`src/rtl/spi_drain_pkg.sv`:
```
// Shared constants for the receive-buffer drain / SPI master stage.
package spi_drain_pkg;
  localparam int NBYTES_DEF    = 32;
  localparam int AW_DEF        = 5;
  localparam int CLK_DIV_DEF   = 4;
  localparam int BITS_PER_BYTE = 8;

  typedef logic [2:0] state_t;
  localparam state_t ST_IDLE   = 3'd0;
  localparam state_t ST_SETUP  = 3'd1;
  localparam state_t ST_RDHI   = 3'd2;
  localparam state_t ST_LATCH  = 3'd3;
  localparam state_t ST_SHIFT  = 3'd4;
  localparam state_t ST_NEXT   = 3'd5;
  localparam state_t ST_FINISH = 3'd6;
endpackage

```
`src/rtl/spi_drain_master_sync.sv`:
```
// Two-flop synchroniser, clears to 0 on reset.
module sync_2ff (
  input  logic gclk,
  input  logic grst_n,
  input  logic d,
  output logic q
);
  logic meta;

  always_ff @(posedge gclk or negedge grst_n) begin
    if (!grst_n) begin
      meta <= 1'b0;
      q    <= 1'b0;
    end else begin
      meta <= d;
      q    <= meta;
    end
  end
endmodule

```
`src/rtl/spi_drain_master.sv`:
```
// Drains the receive buffer on FULL: reads each byte by address, shifts it out
// as an SPI mode-0 master, captures MISO, then pulses the buffer clear.
module spi_drain_master
  import spi_drain_pkg::*;
#(
  parameter int CLK_DIV = CLK_DIV_DEF,
  parameter int NBYTES  = NBYTES_DEF,
  parameter int AW      = AW_DEF
) (
  input  logic          CLK,
  input  logic          RESET,
  input  logic          FULL,
  output logic [AW-1:0] ADDR,
  output logic          READ,
  input  logic [7:0]    BYTEIN,
  output logic          BUF_CLR_N,
  output logic          SCLK,
  output logic          MOSI,
  input  logic          MISO,
  output logic          SS_N,
  output logic [7:0]    RX_BYTE,
  output logic          RX_VALID,
  output logic          BUSY,
  output logic          DONE
);
  localparam int              DW     = (CLK_DIV > 1) ? $clog2(CLK_DIV) : 1;
  localparam logic [DW-1:0]   DIV_TC = DW'(CLK_DIV - 1);
  localparam logic [AW-1:0]   LAST   = AW'(NBYTES - 1);
  localparam logic [2:0]      LAST_BIT = 3'(BITS_PER_BYTE - 1);

  state_t        state;
  logic          full_s, armed;
  logic [1:0]    warm;
  logic [AW-1:0] idx;
  logic [6:0]    tx;
  logic [7:0]    rx;
  logic [2:0]    bitcnt;
  logic [DW-1:0] divcnt;

  sync_2ff u_full_sync (.gclk(CLK), .grst_n(RESET), .d(FULL), .q(full_s));

  always_ff @(posedge CLK or negedge RESET) begin
    if (!RESET) begin
      state     <= ST_IDLE;
      armed     <= 1'b0;
      warm      <= 2'b00;
      idx       <= '0;
      tx        <= '0;
      rx        <= '0;
      bitcnt    <= '0;
      divcnt    <= '0;
      ADDR      <= '0;
      READ      <= 1'b0;
      BUF_CLR_N <= 1'b1;
      SCLK      <= 1'b0;
      MOSI      <= 1'b0;
      SS_N      <= 1'b1;
      RX_BYTE   <= '0;
      RX_VALID  <= 1'b0;
      BUSY      <= 1'b0;
      DONE      <= 1'b0;
    end else begin
      RX_VALID  <= 1'b0;
      DONE      <= 1'b0;
      BUF_CLR_N <= 1'b1;
      // full_s reads 0 while the synchroniser refills after reset; that is not
      // a real low on FULL, so arming waits until both stages hold live data.
      warm <= {warm[0], 1'b1};
      if (warm[1] && !full_s) armed <= 1'b1;

      case (state)
        ST_IDLE: if (full_s && armed) begin
          idx   <= '0;
          ADDR  <= '0;
          SS_N  <= 1'b0;
          BUSY  <= 1'b1;
          armed <= 1'b0;
          state <= ST_SETUP;
        end
        ST_SETUP: begin
          READ  <= 1'b1;
          state <= ST_RDHI;
        end
        ST_RDHI: begin
          READ  <= 1'b0;
          state <= ST_LATCH;
        end
        ST_LATCH: begin
          tx     <= BYTEIN[6:0];
          MOSI   <= BYTEIN[7];
          bitcnt <= '0;
          divcnt <= '0;
          state  <= ST_SHIFT;
        end
        ST_SHIFT: begin
          if (divcnt == DIV_TC) begin
            divcnt <= '0;
            SCLK   <= ~SCLK;
            if (!SCLK) begin
              rx <= {rx[6:0], MISO};
            end else if (bitcnt == LAST_BIT) begin
              RX_BYTE  <= rx;
              RX_VALID <= 1'b1;
              state    <= ST_NEXT;
            end else begin
              bitcnt <= bitcnt + 1'b1;
              MOSI   <= tx[6];
              tx     <= {tx[5:0], 1'b0};
            end
          end else begin
            divcnt <= divcnt + 1'b1;
          end
        end
        ST_NEXT: begin
          if (idx == LAST) begin
            DONE      <= 1'b1;
            BUF_CLR_N <= 1'b0;
            state     <= ST_FINISH;
          end else begin
            idx   <= idx + 1'b1;
            ADDR  <= idx + 1'b1;
            state <= ST_SETUP;
          end
        end
        ST_FINISH: begin
          SS_N  <= 1'b1;
          BUSY  <= 1'b0;
          MOSI  <= 1'b0;
          state <= ST_IDLE;
        end
        default: state <= ST_IDLE;
      endcase
    end
  end
endmodule

```
`config.mk`:
```
export PLATFORM = sky130hd
export DESIGN_NAME = spi_drain_master
export DESIGN_NICKNAME = d
export VERILOG_FILES = /design/src/rtl/spi_drain_pkg.sv /design/src/rtl/spi_drain_master_sync.sv /design/src/rtl/spi_drain_master.sv
export SDC_FILE = /design/constraint.sdc
export NUM_CORES = 1
export LEC_CHECK = 0
export ABC_AREA = 0
export ABC_CLOCK_PERIOD_IN_PS = 1800
export CORE_ASPECT_RATIO = 2
export CORE_MARGIN = 8
export CORE_UTILIZATION = 48
export CTS_CLUSTER_DIAMETER = 80
export DETAILED_ROUTE_END_ITERATION = 8
export GPL_TIMING_DRIVEN = 0
export PLACE_DENSITY = 0.75
export SETUP_SLACK_MARGIN = 0.02
export SKIP_CTS_REPAIR_TIMING = 1
export SLEW_MARGIN = 20
export SYNTH_ARGS = -nofsm -noshare
export SYNTH_HDL_FRONTEND = slang
export SYNTH_HIERARCHICAL = 1
export SYNTH_SLANG_ARGS = --single-unit
```
`constraint.sdc`:
```
create_clock -name CLK -period 1.8 [get_ports CLK]
set_input_delay 0.27 -clock CLK [delete_from_list [all_inputs] [get_ports CLK]]
set_output_delay 0.27 -clock CLK [all_outputs]
set_load 0.1 [all_outputs]
```
; ---- Word level (Yosys, flattened, before mapping)
; Cells that the tools add are included.
[word_totals]
output_inout_bits = 21
word_cells = 94
register_bits = 49
input_bits = 12
[classes]
muxes = 39
bitwise = 1
addsub = 3
n_reduce_logical = 17
eq_ne = 15
[ops]
columns = op, count
row1 = two-way mux 3 bit, 8
row2 = two-way mux 7 bit, 3
row3 = one-hot mux 3 bit (6 select lines), 1
row4 = two-way mux 1 bit, 16
row5 = AND reduction 4 bit, 4
row6 = one-hot mux 7 bit (2 select lines), 1
row7 = equality test 3 bit (second input constant), 4
row8 = inequality test 2 bit (second input constant), 6
row9 = two-way mux 5 bit, 2
row10 = one-hot mux 5 bit (2 select lines), 1
row11 = nonzero test 2 bit, 4
row12 = equality test 3 x 2 -> 1 bit (second input constant), 2
row13 = one-hot mux 1 bit (2 select lines), 3
row14 = one-hot mux 3 bit (2 select lines), 1
row15 = AND reduction 3 bit, 2
row16 = adder 5 x 1 -> 5 bit (second input constant), 1
row17 = equality test 5 bit (second input constant), 1
row18 = one-hot mux 2 bit (2 select lines), 1
row19 = AND reduction 2 bit, 2
row20 = adder 3 x 1 -> 3 bit (second input constant), 1
row21 = equality test 3 x 1 -> 1 bit (second input constant), 1
row22 = logical NOT 3 bit, 1
row23 = one-hot mux 1 bit (3 select lines), 1
row24 = nonzero test 3 bit, 1
row25 = 6 further kinds, 7

; ---- Depth between registers and ports, before layout
; Gate-level depths: netlist (run 1).
[depth]
depth_word = 5
depth_mapped = 6
ltp_nobuf = 6

; ---- By module
; Netlist (run 1), hierarchy kept.
[modules_own_cells]
columns = module, instances, cells_each, seq_area_each_um2, area_each_um2
row1 = spi_drain_master, 1, 169, 1178.6, 2103.3
row2 = sync_2ff, 1, 2, 50.0, 50.0

; ---- Least setup slack after synthesis (run 1)
; Ideal clock, no wire load.
[synth_path]
path_kind = flip-flop to flip-flop
start = reg idx[0]
end = reg idx[3]
t_arrival_ps = 2320
required_time_ps = 1723
path_slack_ps = -597
stages_incl_launch_ff = 7
synth_period_minus_slack_ps = 2397
setup_ps = 77
path_buffers = 0
cell_sequence = dfrtp_1 ha_1 and3_1 ha_1 nand4bb_1 or3_1 a21oi_1
[synth_via]
elab_chain_cells = 3
word_cells_on_any_way = 6
cone_classes = add/sub (1) / eq/ne (2) / mux (2) / reduce/logical (1)
[synth_rtl]
columns = item, line
row1 = "start, declared", spi_drain_master.sv:34  ; logic [AW-1:0] idx;
row2 = "start signal, assigned", spi_drain_master.sv:120  ; idx <= idx + 1'b1;
row3 = adder 5 x 1 -> 5 bit / equality test 5 bit (equally long branches), "spi_drain_master.sv:120, spi_drain_master.sv:115"
row4 = two-way mux 5 bit / inequality test 2 bit (equally long branches), n/a
row5 = one-hot mux 5 bit (2 select lines) / AND reduction 3 bit (equally long branches), n/a
; Several ways; a longest one is shown, not always the timed one. The select of a mux whose other input is x is not followed.
; A chain may end at the register's enable or synchronous reset.

; ---- Worst setup path after layout (run 1)
; Same ends and word-level chain as after synthesis.

==> results of run 1 <==
==> cells by family after synthesis <==
kind of cell             after synthesis  share of synthesized area, %
other                                  1                         0.174
XOR/XNOR                               1                         0.407
AO/OA/AOI/OAI                         29                          8.66
flip-flops                            49                          57.1
multiplexers                          32                          16.6
AND/OR/NAND/NOR                       42                          11.6
buffers and inverters                 12                          2.56
adder cells (fa/ha/maj)                5                          2.91
==> metal layers <==
metal / vias up / track usage, % / wire, um
met2: 41 / 25.7 / 2800
met1: 797 / 12.3 / 1750
li1: 714 / - / -
met4: 0 / 7.50 / 192
met5: - / 0 / 0
met3: 14 / 3.95 / 228
==> flip-flops by register name (all words and copies together), names as in the netlist <==
| register | cells |
|---|---|
| RX_BYTE | 8 |
| armed | 1 |
| bitcnt | 3 |
| READ | 1 |
| RX_VALID | 1 |
| u_full_sync/meta | 1 |
| SS_N | 1 |
| rx | 8 |
| u_full_sync/q | 1 |
| divcnt | 2 |
| DONE | 1 |
| tx | 7 |
| BUF_CLR_N | 1 |
| MOSI | 1 |
| state | 3 |
| warm | 2 |
| idx | 5 |
| SCLK | 1 |
| BUSY | 1 |
==> worst min-delay path by stage <==
stage               endpoint              from  slack (ns)  cells past startpoint
2_1_floorplan           BUSY             RESET       -0.03                      0
3_3_place_gp         warm[1]           warm[0]        0.33                      0
3_5_place_dp          idx[0]             RESET        0.22                      1
4_1_cts               idx[0]             RESET       -0.11                      1
5_1_grt        u_full_sync/q  u_full_sync/meta        0.37                      0
6_report       u_full_sync/q  u_full_sync/meta        0.36                      0
==> cells in the mapped netlist (all sizes together) <==
cell	count	area share [%]
o211ai	1	0.35
o22ai	1	0.29
buf	3	0.99
or2	1	0.29
dfstp	2	2.4
a21o	1	0.35
or3b	1	0.52
nand3	6	1.4
conb	1	0.17
o32ai	1	0.41
a41oi	1	0.41
a221oi	2	0.81
a21oi	8	1.9
dfrtp	47	55
nor2	10	2.0
nand2	7	1.2
o21ai	11	3.1
clkbuf	1	0.17
o31ai	2	0.70
and3	1	0.29
mux2i	2	0.93
nand4bb	2	1.0
nor2b	5	1.5
nand2b	2	0.58
xnor2	1	0.41
ha	5	2.9
nand3b	2	0.70
nor3b	1	0.87
nor4	1	0.29
or3	2	0.58
and3b	1	0.41
mux2	30	16
inv	8	1.4
a22o	1	0.41
==> layout make-up <==
cell class	instances	area, um^2
clock inverter	3	46.3
multi-input combinational	110	1020
fill	308	1340
timing repair buffer	47	495
inverter	8	30.0
buffer	4	25.0
sequential	49	1240
clock buffer	5	68.8
tap	54	67.6
==> power by group through the flow <==
stage	logic, mW	registers, mW	clock network (mW)
2_1_floorplan	0.649	1.99	0
3_3_place_gp	1.44	1.53	0
3_5_place_dp	1.49	1.55	0
4_1_cts	1.49	1.53	0.796
5_1_grt	1.79	1.57	0.836
6_report	1.68	1.54	0.781
==> metrics by stage <==
| stage | instances | util [%] | hold WS [ns] | total power, mW |
|---|---|---|---|---|
| floorplan | 171 | - | -0.0256 | 2.63 |
| global placement | 257 | 59.9 | 0.333 | 2.97 |
| detailed placement | 258 | 60.2 | 0.216 | 3.04 |
| CTS | 266 | 62.9 | -0.113 | 3.81 |
| global route | 280 | 69.0 | 0.371 | 4.20 |
| finish | 280 | 69.0 | 0.358 | 4.01 |
==> impl_metrics.env, run 1 <==
export IMPL_core_rowCount=34
export IMPL_start_util_pct=49.6
export IMPL_powerDensity_nw_per_um2=1340
export IMPL_max_freq_ghz=0.527
export IMPL_hp_class="reg2reg"
export IMPL_slew_violations=0
export IMPL_drive_gt1_share_pct=40.3
export IMPL_overflow=0
export IMPL_die_area_um2=7020
export IMPL_fp_dieW_um=63.4
export IMPL_power_leakage_nw=1.53
export IMPL_ys_seq_area_share_pct=57.1
export IMPL_via_per_inst=5.59
export IMPL_layout_commonest_cell="dfrtp_1"
export IMPL_slew_headroom_pct=34.2
export IMPL_clockBufferDepth=2
export IMPL_crit_end="idx[3]"
export IMPL_antenna_found_initial=0
export IMPL_end_kind="flip-flop"
export IMPL_setup_tns_ns=-0.298
export IMPL_cts_sinks=49
export IMPL_drc=0
export IMPL_setup_ws_ns=-0.0987
export IMPL_path_buf_inv=1
export IMPL_synthesis_area_um2=2150
export IMPL_ff2ff_path_depth=7
export IMPL_violations="negative setup slack"
export IMPL_io_pins=33
export IMPL_drt_iter0_drc=26
export IMPL_critPathKind="reg2reg"
export IMPL_synth_fp_nets=188
export IMPL_yosys_warnings=6
export IMPL_crit_path_frequent_cell="ha_4"
export IMPL_netlist_instances=171
export IMPL_h_tree_depth=2
export IMPL_wl_per_cell_um=17.7
export IMPL_clkLatencyLatePin_ns=0.30
export IMPL_wl_um=4970
export IMPL_globalplace_congestion=0.863
export IMPL_max_cap_violations=0
export IMPL_pwr_share_clk_pct=19.5
export IMPL_internal_power_mw=2.38
export IMPL_finalHoldViolCount=0
export IMPL_final_cell_area_um2=3000
export IMPL_diodes=0
export IMPL_grt_pass1_vias=1633
export IMPL_hpwl_um=3500
export IMPL_worstMarginPinSlew_ns=0.985
export IMPL_syn_avg_cell_area_um2=12.6
export IMPL_fp_dieH_um=111
export IMPL_vdd_drop_max_mv=1.07
export IMPL_slowest_stage="dfrtp_4"
export IMPL_reg2reg_to="idx[3]"
export IMPL_ant_nets=0
export IMPL_critPathTopFamily="flip-flops"
export IMPL_arrival_ns=2.07
export IMPL_ys_types=37
export IMPL_cp_max_fo=5
export IMPL_cts_tree="yes"
export IMPL_synth_seq_cells=49
export IMPL_nNetsFinal=242
export IMPL_routed_via_count=1566
export IMPL_p_comb_share_pct=42.0
export IMPL_crit_chain="ha_4, and3_4, ha_4, nand4bb_4, buf_6, o21ai_0, a21oi_2"
export IMPL_period_needed_ns=1.90
export IMPL_r2r_start="idx[0]"
export IMPL_worstSetupStartpoint="idx[0]"
export IMPL_pre_cts_slack_ns=-0.141
export IMPL_clock_skew_ns=0.00197
export IMPL_pwr_share_seq_pct=38.5
export IMPL_final_cell_mix="42 x dfrtp_1, 23 x mux2_2, 15 x dlymetal6s2s_1"
export IMPL_critical_path_depth=7
export IMPL_p_sw_mw=1.62
export IMPL_port_buffer_count=32
export IMPL_setup_viol=8
export IMPL_grt_start_max_net_pins=34
export IMPL_status="finished with violations"
export IMPL_area_growth_pct=39.1
export IMPL_cts_buffers=5
export IMPL_required_ns=1.98
export IMPL_clk_pin_slew_ns=0.09
export IMPL_start_kind="flip-flop"
export IMPL_dpl_cell_area_um2=2610
export IMPL_placeableCoreArea_um2=4340
export IMPL_worst_path_largest_cell_delay_ns=0.51
export IMPL_grt_pass1_wl_um=7730
export IMPL_rsz0062_at_grt="yes"
export IMPL_grt_util_all_layers_pct=13.7
export IMPL_dr_pass1_iters=4
export IMPL_period_share_pct=105
export IMPL_r2r_slack_ns=-0.1
export IMPL_clockRootBuffer="clkbuf_8"
export IMPL_p_sw_share_pct=40.5
Note: power is estimated with default switching activity, not from simulation.
==> inputs of run 2 (changes only) <==
Settings changed: GPL_TIMING_DRIVEN 0 to default, SKIP_CTS_REPAIR_TIMING 1 to default.
==> run 2 against run 1 <==
The run ends with negative hold slack, negative setup slack left. Sequential share of layout area decreased by 0.70 points. Clock power decreased by 11%. Combinational power rose by 11%. Critical path depth fell by 1. Fmax up 4.5%. Power grew 3.7%. Global-route usage rose by 1.0 points. Utilization grew 1.2 points.
==> impl_metrics.env, run 2 (synthesis results as in run 1) <==
export IMPL_drt_iter0_drc=34
export IMPL_cts_sinks=49
export IMPL_setup_ws_ns=-0.0170
export IMPL_globalplace_congestion=0.862
export IMPL_powerDensity_nw_per_um2=1360
export IMPL_fin_cells=282
export IMPL_cts_buffers=5
export IMPL_slowest_stage="dfrtp_4"
export IMPL_die_area_um2=7020
export IMPL_status="finished with violations"
export IMPL_wl_um=5100
export IMPL_nNetsFinal=244
export IMPL_r2r_start="idx[1]"
export IMPL_rsz0062_at_grt="yes"
export IMPL_period_needed_ns=1.82
export IMPL_diodes=0
export IMPL_clkLatencyLatePin_ns=0.30
export IMPL_overflow=0
export IMPL_grt_util_all_layers_pct=14.7
export IMPL_power_leakage_nw=1.37
export IMPL_pre_cts_slack_ns=-0.0165
export IMPL_start_util_pct=49.6
export IMPL_drc=0
export IMPL_max_freq_ghz=0.550
export IMPL_period_share_pct=101
export IMPL_clock_skew_ns=0.00847
export IMPL_end_kind="flip-flop"
export IMPL_final_cell_area_um2=3050
export IMPL_port_buffer_count=32
export IMPL_wl_per_cell_um=18.1
export IMPL_arrival_ns=2.04
export IMPL_clockRootBuffer="clkbuf_8"
export IMPL_cts_tree="yes"
export IMPL_routed_via_count=1583
export IMPL_reg2reg_to="idx[3]"
export IMPL_hp_class="in2async"
export IMPL_fp_dieW_um=63.4
export IMPL_area_growth_pct=41.5
export IMPL_slew_headroom_pct=54.3
export IMPL_reg_top3="RX_BYTE x8, rx x8, tx x7"
export IMPL_core_rowCount=34
export IMPL_clk_pin_slew_ns=0.09
export IMPL_ff2ff_path_depth=6
export IMPL_finalHoldViolCount=6
export IMPL_via_per_inst=5.61
export IMPL_required_ns=2.03
export IMPL_holdBufCountCts=0
export IMPL_layout_commonest_cell="dfrtp_1"
export IMPL_placeableCoreArea_um2=4340
export IMPL_n_fill_cell=313
export IMPL_dp_cells=269
export IMPL_grt_start_max_net_pins=33
export IMPL_cp_max_fo=6
export IMPL_max_cap_violations=0
export IMPL_antenna_found_initial=0
export IMPL_setup_viol=1
export IMPL_dpl_cell_area_um2=2820
export IMPL_grt_pass1_wl_um=8270
export IMPL_io_pins=33
export IMPL_r2r_slack_ns=-0.02
export IMPL_ant_nets=0
export IMPL_vdd_drop_max_mv=0.909
export IMPL_violations="negative hold slack, negative setup slack"
export IMPL_worst_path_largest_cell_delay_ns=0.50
export IMPL_hold_slack_ns=-0.00148
export IMPL_dr_pass1_iters=4
export IMPL_crit_chain="ha_4, and3_4, ha_4, nand4bb_4, or3_1, a21oi_2"
export IMPL_hpwl_um=3770
export IMPL_slew_violations=0
export IMPL_clockBufferDepth=2
export IMPL_grt_pass1_vias=1733
export IMPL_worstMarginPinSlew_ns=0.686
export IMPL_drive_gt1_share_pct=46.5
export IMPL_power_mw=4.15
export IMPL_start_kind="flip-flop"
export IMPL_crit_path_frequent_cell="ha_4"
export IMPL_h_tree_depth=2
export IMPL_final_cell_mix="42 x dfrtp_1, 25 x buf_4, 23 x mux2_2"
export IMPL_fp_dieH_um=111
export IMPL_critPathKind="reg2reg"
## run 2: power breakdown
group / switching, mW / internal [mW] / total [mW]
combinational: 1.02 / 0.848 / 1.87
sequential: 0.257 / 1.33 / 1.59
clock: 0.348 / 0.347 / 0.696
total: 1.63 / 2.53 / 4.15
## run 2: how the worst max path moves through the flow
stage	start	end	slack [ns]	cells past startpoint
3_3_place_gp	bitcnt[0]	MOSI	0.04	5
5_1_grt	idx[1]	idx[3]	-0.07	6
2_1_floorplan	idx[1]	idx[3]	-0.13	6
6_report	idx[1]	idx[3]	-0.02	6
3_5_place_dp	idx[1]	idx[3]	-0.02	6
4_1_cts	idx[1]	idx[3]	0.005	6
## run 2: metal layers
metal	wire length [um]	track usage [%]	share of wire, %
met3	217	4.15	4.3
met4	189	8.10	3.7
met2	2950	27.2	58
met1	1740	13.6	34
met5	0	0	0
## run 2: timing repair
| item | 4_1_cts | 5_1_grt |
|---|---|---|
| resized for setup | 8 | 9 |
| setup buffers | 4 | 1 |
| endpoints found under the setup margin | 10 | 27 |
| pin swaps | 6 | 1 |
## run 2: critical path, delay by kind of cell (launching register included)
family / cells / cell delay [ns]
simple gates: 3 / 0.77
flops: 1 / 0.50
fa+ha+maj: 2 / 0.33
compound gates: 1 / 0.14
## run 2: stage by stage
| stage | TNS, ns | hold slack [ns] | util (%) |
|---|---|---|---|
| global placement | 0 | 0.336 | 65.1 |
| floorplan | -0.254 | -0.0256 | - |
| detailed placement | -0.0513 | 0.356 | 65.1 |
| finish | -0.0170 | -0.00148 | 70.2 |
| CTS | 0 | 0.0279 | 69.0 |
| global route | -0.294 | 0.0566 | 70.2 |
## run 2: final cells by class
cell class / count / area (um^2) / area share (%)
clock buffer: 7 / 96.3 / 3.16
clock inverter: 1 / 5.00 / 0.164
inverter: 8 / 30.0 / 0.986
multi-input combinational: 110 / 983 / 32.3
sequential: 49 / 1240 / 40.7
tap: 54 / 67.6 / 2.22
timing repair buffer: 53 / 624 / 20.5
